File: src/rtl/ber_run_sequencer.sv
// ber_run_sequencer: run controller for the multi-core BER/FEC system: clear, table load, run to limit, drain, snapshot.
// Ports:
//   clk, rstn                     clock, asynchronous active-low reset
//   start, abort                  run request / terminate current run
//   frame_limit, err_limit        stop limits (0 disables), latched on start
//   tbl_addr, tbl_rd_data         probability table read port (data usable by the next edge)
//   probability_idx/in            system table write port (idx all-ones = no write)
//   sys_en, sys_rstn              system enable / active-low system reset
//   total_*                       live system counters
//   res_*                         counters snapshotted at the end of DRAIN
//   busy, done, aborted           status
module ber_run_sequencer #(
  parameter int N_ENTRIES    = 64,
  parameter int TBL_AW       = 6,
  parameter int CLR_CYCLES   = 4,
  parameter int DRAIN_CYCLES = 16
) (
  input  logic              clk,
  input  logic              rstn,
  input  logic              start,
  input  logic              abort,
  input  logic [63:0]       frame_limit,
  input  logic [63:0]       err_limit,
  output logic [TBL_AW-1:0] tbl_addr,
  input  logic [63:0]       tbl_rd_data,
  output logic [31:0]       probability_idx,
  output logic [63:0]       probability_in,
  output logic              sys_en,
  output logic              sys_rstn,
  input  logic [63:0]       total_bits,
  input  logic [63:0]       total_bit_errors_pre,
  input  logic [63:0]       total_bit_errors_post,
  input  logic [63:0]       total_frames,
  input  logic [63:0]       total_frame_errors,
  output logic [63:0]       res_bits,
  output logic [63:0]       res_err_pre,
  output logic [63:0]       res_err_post,
  output logic [63:0]       res_frames,
  output logic [63:0]       res_frame_err,
  output logic              busy,
  output logic              done,
  output logic              aborted
);
  typedef enum logic [2:0] {IDLE, CLEAR, LOAD, RUN, DRAIN, DONE} state_t;
  state_t state, state_d;
  logic [31:0] cnt, cnt_d, idx_d;
  logic [63:0] flim, elim, pin_d;
  logic [TBL_AW-1:0] addr_d;
  logic last, stop, wr, cap, rstn_d, en_d, busy_d, done_d, aborted_d;

  always_ff @(posedge clk or negedge rstn)
    if (!rstn) begin
      state           <= IDLE;
      cnt             <= '0;
      flim            <= '0;
      elim            <= '0;
      tbl_addr        <= '0;
      probability_idx <= '1;
      probability_in  <= '0;
      sys_en          <= 1'b0;
      sys_rstn        <= 1'b0;
      busy            <= 1'b0;
      done            <= 1'b0;
      aborted         <= 1'b0;
      res_bits        <= '0;
      res_err_pre     <= '0;
      res_err_post    <= '0;
      res_frames      <= '0;
      res_frame_err   <= '0;
    end else begin
      state           <= state_d;
      cnt             <= cnt_d;
      tbl_addr        <= addr_d;
      probability_idx <= idx_d;
      probability_in  <= pin_d;
      sys_en          <= en_d;
      sys_rstn        <= rstn_d;
      busy            <= busy_d;
      done            <= done_d;
      aborted         <= aborted_d;
      if (state == IDLE && start) begin
        flim <= frame_limit;
        elim <= err_limit;
      end
      if (cap) begin
        res_bits      <= total_bits;
        res_err_pre   <= total_bit_errors_pre;
        res_err_post  <= total_bit_errors_post;
        res_frames    <= total_frames;
        res_frame_err <= total_frame_errors;
      end
    end

  // LOAD spans N_ENTRIES+1 cycles: N_ENTRIES address cycles plus the final write cycle
  always_comb begin
    last = state == CLEAR ? cnt == 32'(CLR_CYCLES - 1) :
           state == LOAD  ? cnt == 32'(N_ENTRIES) :
           state == DRAIN ? cnt == 32'(DRAIN_CYCLES - 1) : 1'b0;
    stop = (flim != '0 && total_frames >= flim) || (elim != '0 && total_frame_errors >= elim) || abort;
    state_d = state == IDLE ? (start ? CLEAR : IDLE) :
              (state == CLEAR || state == LOAD) ? (abort ? IDLE : last ? (state == CLEAR ? LOAD : RUN) : state) :
              state == RUN   ? (stop ? DRAIN : RUN) :
              state == DRAIN ? (last ? DONE : DRAIN) : IDLE;
    cnt_d = state_d != state ? '0 : cnt + 32'd1;
  end

  // next values of the registered outputs
  always_comb begin
    wr        = state == LOAD && state_d == LOAD;
    idx_d     = wr ? cnt : '1;
    pin_d     = wr ? tbl_rd_data : probability_in;
    addr_d    = wr && cnt < 32'(N_ENTRIES - 1) ? TBL_AW'(cnt + 32'd1) : '0;
    rstn_d    = state_d != CLEAR;
    en_d      = state_d == RUN;
    busy_d    = state_d != IDLE;
    done_d    = state_d == DONE;
    cap       = state == DRAIN && last;
    aborted_d = state == IDLE && start ? 1'b0 :
                (state == CLEAR || state == LOAD || state == RUN) && abort ? 1'b1 : aborted;
  end
endmodule

File: config.mk
export PLATFORM = sky130hd
export DESIGN_NAME = ber_run_sequencer
export DESIGN_NICKNAME = d
export VERILOG_FILES = /design/src/rtl/ber_run_sequencer.sv
export SDC_FILE = /design/constraint.sdc
export NUM_CORES = 1
export LEC_CHECK = 0
export ABC_CLOCK_PERIOD_IN_PS = 3900
export CORE_AREA = 2 2 364 366
export CTS_CLUSTER_SIZE = 8
export DETAILED_ROUTE_END_ITERATION = 12
export DIE_AREA = 0 0 366 368
export SYNTH_ARGS = -nofsm -noshare
export SYNTH_HDL_FRONTEND = slang
export SYNTH_SLANG_ARGS = --single-unit
File: constraint.sdc
create_clock -name clk -period 3.9 [get_ports clk]
set_clock_uncertainty 0.1 [all_clocks]
set_input_delay 0.78 -clock clk [delete_from_list [all_inputs] [get_ports clk]]
set_output_delay 0.78 -clock clk [all_outputs]
set_load 0.01 [all_outputs]
==> impl_results.md <==
* Status: finished, final reports clean
* Routability Congestion at 0.891
* Reg2reg end: cnt[17]
* Critical Path Max Stage Delay at 0.54 ns
* Layout cells sized above 1 at 7.81%
* Cells after Synth at 2701
* Combinational power share at 18.6%
* Global-route wire length before repair at 162000 um
* Flops & latches, synth at 590
* Nets at 4330
* Clk root buf: clkbuf_16
* CTS Sinks at 590
* Reg power frac at 41.0%
* Vias in the first global route at 23300
* Period utilisation layout at 94.9%
* GRT Total Usage at 16.2%
* CTS tree: yes
* Die Wd at 366 um
* RSZ-0062 raised after global routing: no
* Synthesis warning total at 0
* Setup TNS at 0 ns
* R2r startpoint: elim[11]
* Final Critical Period at 3.70 ns
* Chip height at 368 um
* Psw at 4.81 mW
* Die outline area at 0.135 sq mm
* Largest net degree at the start of global routing at 161
* Relative slew slack at 28.2%
* Placed wire-length estimate at 88100 um
* Total gr overflow at 0
* Area Growth Syn to Fin at 56.5%
* Post-synth EDFFs at 0
* Clock latency on the worst-skew pair at 0.68 ns
* Max-Cap Viols at 0
* Crit. End Element: flop
* Worst hold start: res_frame_err[24]
* Internal power at 12.3 mW
* CTS Buffer Depth at 3
* Maximum vdd drop at 0.250 mV
* Seq/Total Area, Yosys at 58.0%
* Fmax achieved at 270 MHz
* Residual DRC at 0
* CP Cell Sequence: clkdlybuf4s50_1, ha_1, nand4_1, or4_1, o32a_1, a211oi_2, buf_4, o2111ai_1, and3_2, a222oi_1, buf_4, buf_12, nor3_1
* Drt wl/cell at 20.3 um
* Worst Reg-to-Reg Cells at 13
* CP Class: input port to flop
* Via count at 22700
* Final Hold Viols at 0
* FP Rows at 133
* Drt pass-1 iters at 5
* Cts bufs inserted at 85
* Final setup viols at 0
* Unique masters post-synth at 54
* Clock-pin slew on the worst setup and hold paths at 0.05 ns
* H-tree levels at 3
* Worst path most repeated cell: buf_4
* Top Ports at 943
* Antenna violations before repair at 30
* Worst Tran Pin Value at 1.08 ns
* Total power draw at 17.1 mW
* Initial Util at 19.5%
* WP data required at 4.32 ns
* HP Class: flop to flop
* Initial DRC count at 1336
* Critical path's slowest cell: or4_1
* Cell Area, Synth at 0.0255 sq mm
* Port Buffers at 942
* Sw frac at 28.1%
* Flop-to-flop setup slack at 0.33 ns
* Startpoint types: input port
* PwrDens at 428 mW/mm^2
* WL final at 112000 um
* Leakage at 18.2 nW
* Clock power frac at 40.4%
* Synth Net Count at 3347
* Crit path max fanout at 17
* Final Max Tran Viols at 0
* Top FF cell, synth: dfrtp_1
* Mean instance size in the synthesized netlist at 9.44 sq um
* Post-CTS Setup Bufs at 0
* Core area at 0.131 sq mm
* Arrival @ worst endpoint at 4.12 ns
* WHS Endpoint: res_frame_err[24]
* Antenna-violating nets left at 0
* Hold path cells at 2
* Vias per cell at 4.13
* Fraction of registers with async set or reset after synthesis at 100%
-- sequential cells by signal (all words and copies together) (netlist names) --
register / cells
tbl_addr: 6
elim: 64
sys_en: 1
probability_idx: 32
res_frame_err: 64
flim: 64
done: 1
state: 3
aborted: 1
probability_in: 64
res_err_pre: 64
res_frames: 64
sys_rstn: 1
cnt: 32
res_err_post: 64
res_bits: 64
busy: 1
-- Yosys cell counts (all sizes together) (2+ instances only) --
master,instances,area share (%)
o21ai,151,3.0
buf,21,0.46
ha,130,6.4
xnor2,11,0.38
o21a,4,0.12
nand2b,33,0.81
mux2,66,2.9
dfrtp,558,55
nor2,32,0.47
nand3,21,0.41
a221oi,5,0.17
or4,2,0.059
nor3b,5,0.15
a211oi,4,0.12
clkbuf,103,1.5
a21oi,51,1.0
xor2,20,0.69
nor2b,4,0.098
and4,2,0.069
nand2,1124,17
a21o,13,0.38
and3,14,0.34
dfstp,32,3.3
and2,4,0.10
nand4,42,1.0
nor4,45,1.1
a2111oi,2,0.069
nor4b,2,0.069
inv,137,2.0
or2,3,0.074
nor3,41,0.84
-- power groups by stage --
stage / clock (mW) / sequential (mW) / combinational (mW)
finish: 6.91 / 7.01 / 3.17
CTS: 7.16 / 7.01 / 3.21
floorplan: 0 / 7.11 / 1.25
global route: 7.40 / 7.07 / 3.54
global placement: 0 / 7.09 / 3.14
detailed placement: 0 / 7.10 / 3.18
-- layer usage --
| metal | up-vias | share of wire, % | GRT usage, % | wire length (um) |
|---|---|---|---|---|
| met5 | - | 0.061 | 0 | 68 |
| met4 | 10 | 2.4 | 5.52 | 2650 |
| met3 | 145 | 7.9 | 5.34 | 8760 |
| met2 | 767 | 49 | 27.3 | 54300 |
| met1 | 11000 | 41 | 19.3 | 45800 |
| li1 | 10700 | - | - | - |
-- layout by cell type (no fill, tap or decap), types with 3 or more instances in the layout --
master | netlist | final
inv_16 | 0 | 4
mux2_2 | 66 | 66
diode_2 | 0 | 16
nand3_1 | 21 | 20
inv_1 | 137 | 137
o21a_1 | 4 | 4
a21oi_1 | 51 | 51
a211oi_1 | 4 | 3
clkbuf_16 | 0 | 85
nor3b_1 | 5 | 5
buf_4 | 0 | 59
nor4_1 | 45 | 45
nand4_1 | 42 | 42
nand2_1 | 1124 | 1124
or2_2 | 3 | 3
buf_12 | 0 | 18
nor2_1 | 32 | 32
clkbuf_8 | 0 | 4
xor2_1 | 20 | 20
xnor2_1 | 11 | 11
nor3_2 | 2 | 3
and3_1 | 14 | 11
dfrtp_1 | 558 | 558
nor3_1 | 39 | 38
clkbuf_1 | 103 | 18
dfstp_2 | 32 | 32
and2_1 | 3 | 3
o21ai_0 | 151 | 151
a221oi_1 | 5 | 5
a21o_1 | 13 | 13
ha_1 | 130 | 129
clkdlybuf4s50_1 | 0 | 941
nor2b_1 | 4 | 4
nand2b_1 | 33 | 33
-- logic make-up after synthesis --
family          count (synthesis)  synth area share, %
simple gates                 1376                 22.2
flops                         590                 58.0
buf+inv                       261                 3.99
compound gates                247                 5.40
fa+ha+maj                     130                 6.38
mux                            66                 2.91
xor+xnor                       31                 1.06
-- worst max path at each step --
stage | start | to | depth (start not counted)
2_1_floorplan | total_frame_errors[15] | cnt[26] | 10
3_3_place_gp | total_frame_errors[11] | cnt[15] | 13
3_5_place_dp | total_frame_errors[15] | cnt[17] | 13
4_1_cts | total_frame_errors[13] | cnt[17] | 13
5_1_grt | total_frame_errors[9] | cnt[17] | 13
6_report | total_frame_errors[13] | cnt[17] | 13
-- cell type report --
class / instances / area, sq um
diodes: 16 / 40.0
clock buffers: 107 / 2250
clock inverters: 8 / 133
fillers: 13700 / 90900
inverters: 137 / 514
multi-input cells: 1850 / 9740
flip-flops and latches: 590 / 14800
well taps: 1755 / 2200
repair buffers: 1020 / 10200
-- repair_timing --
| item | in CTS | in global routing |
|---|---|---|
| hold buffers | 1 | 0 |
| endpoints found under the hold margin | 42 | 0 |
| setup endpoints to repair | 0 | 32 |
| gates resized for setup | 0 | 4 |
-- stage by stage --
| step | hold slack (ns) | area, sq um | setup WS (ns) | instances | util, % |
|---|---|---|---|---|---|
| after floorplan | 0.380 | 25500 | 0.285 | 2701 | - |
| after global placement | 0.350 | 37500 | -0.751 | 5351 | 28.7 |
| after detailed placement | 0.354 | 37500 | -0.673 | 5351 | 28.7 |
| after CTS | 0.365 | 39900 | 0.0544 | 5467 | 30.5 |
| after global routing | 0.379 | 39900 | 0.0464 | 5480 | 30.5 |
| final | 0.360 | 39900 | 0.201 | 5483 | 30.5 |
-- critical path, delay by kind of cell --
kind,cells,cell delay [ns]
and+or+nand+nor,4,1.04
AOI/OAI and AO/OA,4,1.01
buffers and inverters,4,0.96
adders and majority gates,1,0.32
(Power assumes the default switching activity.)
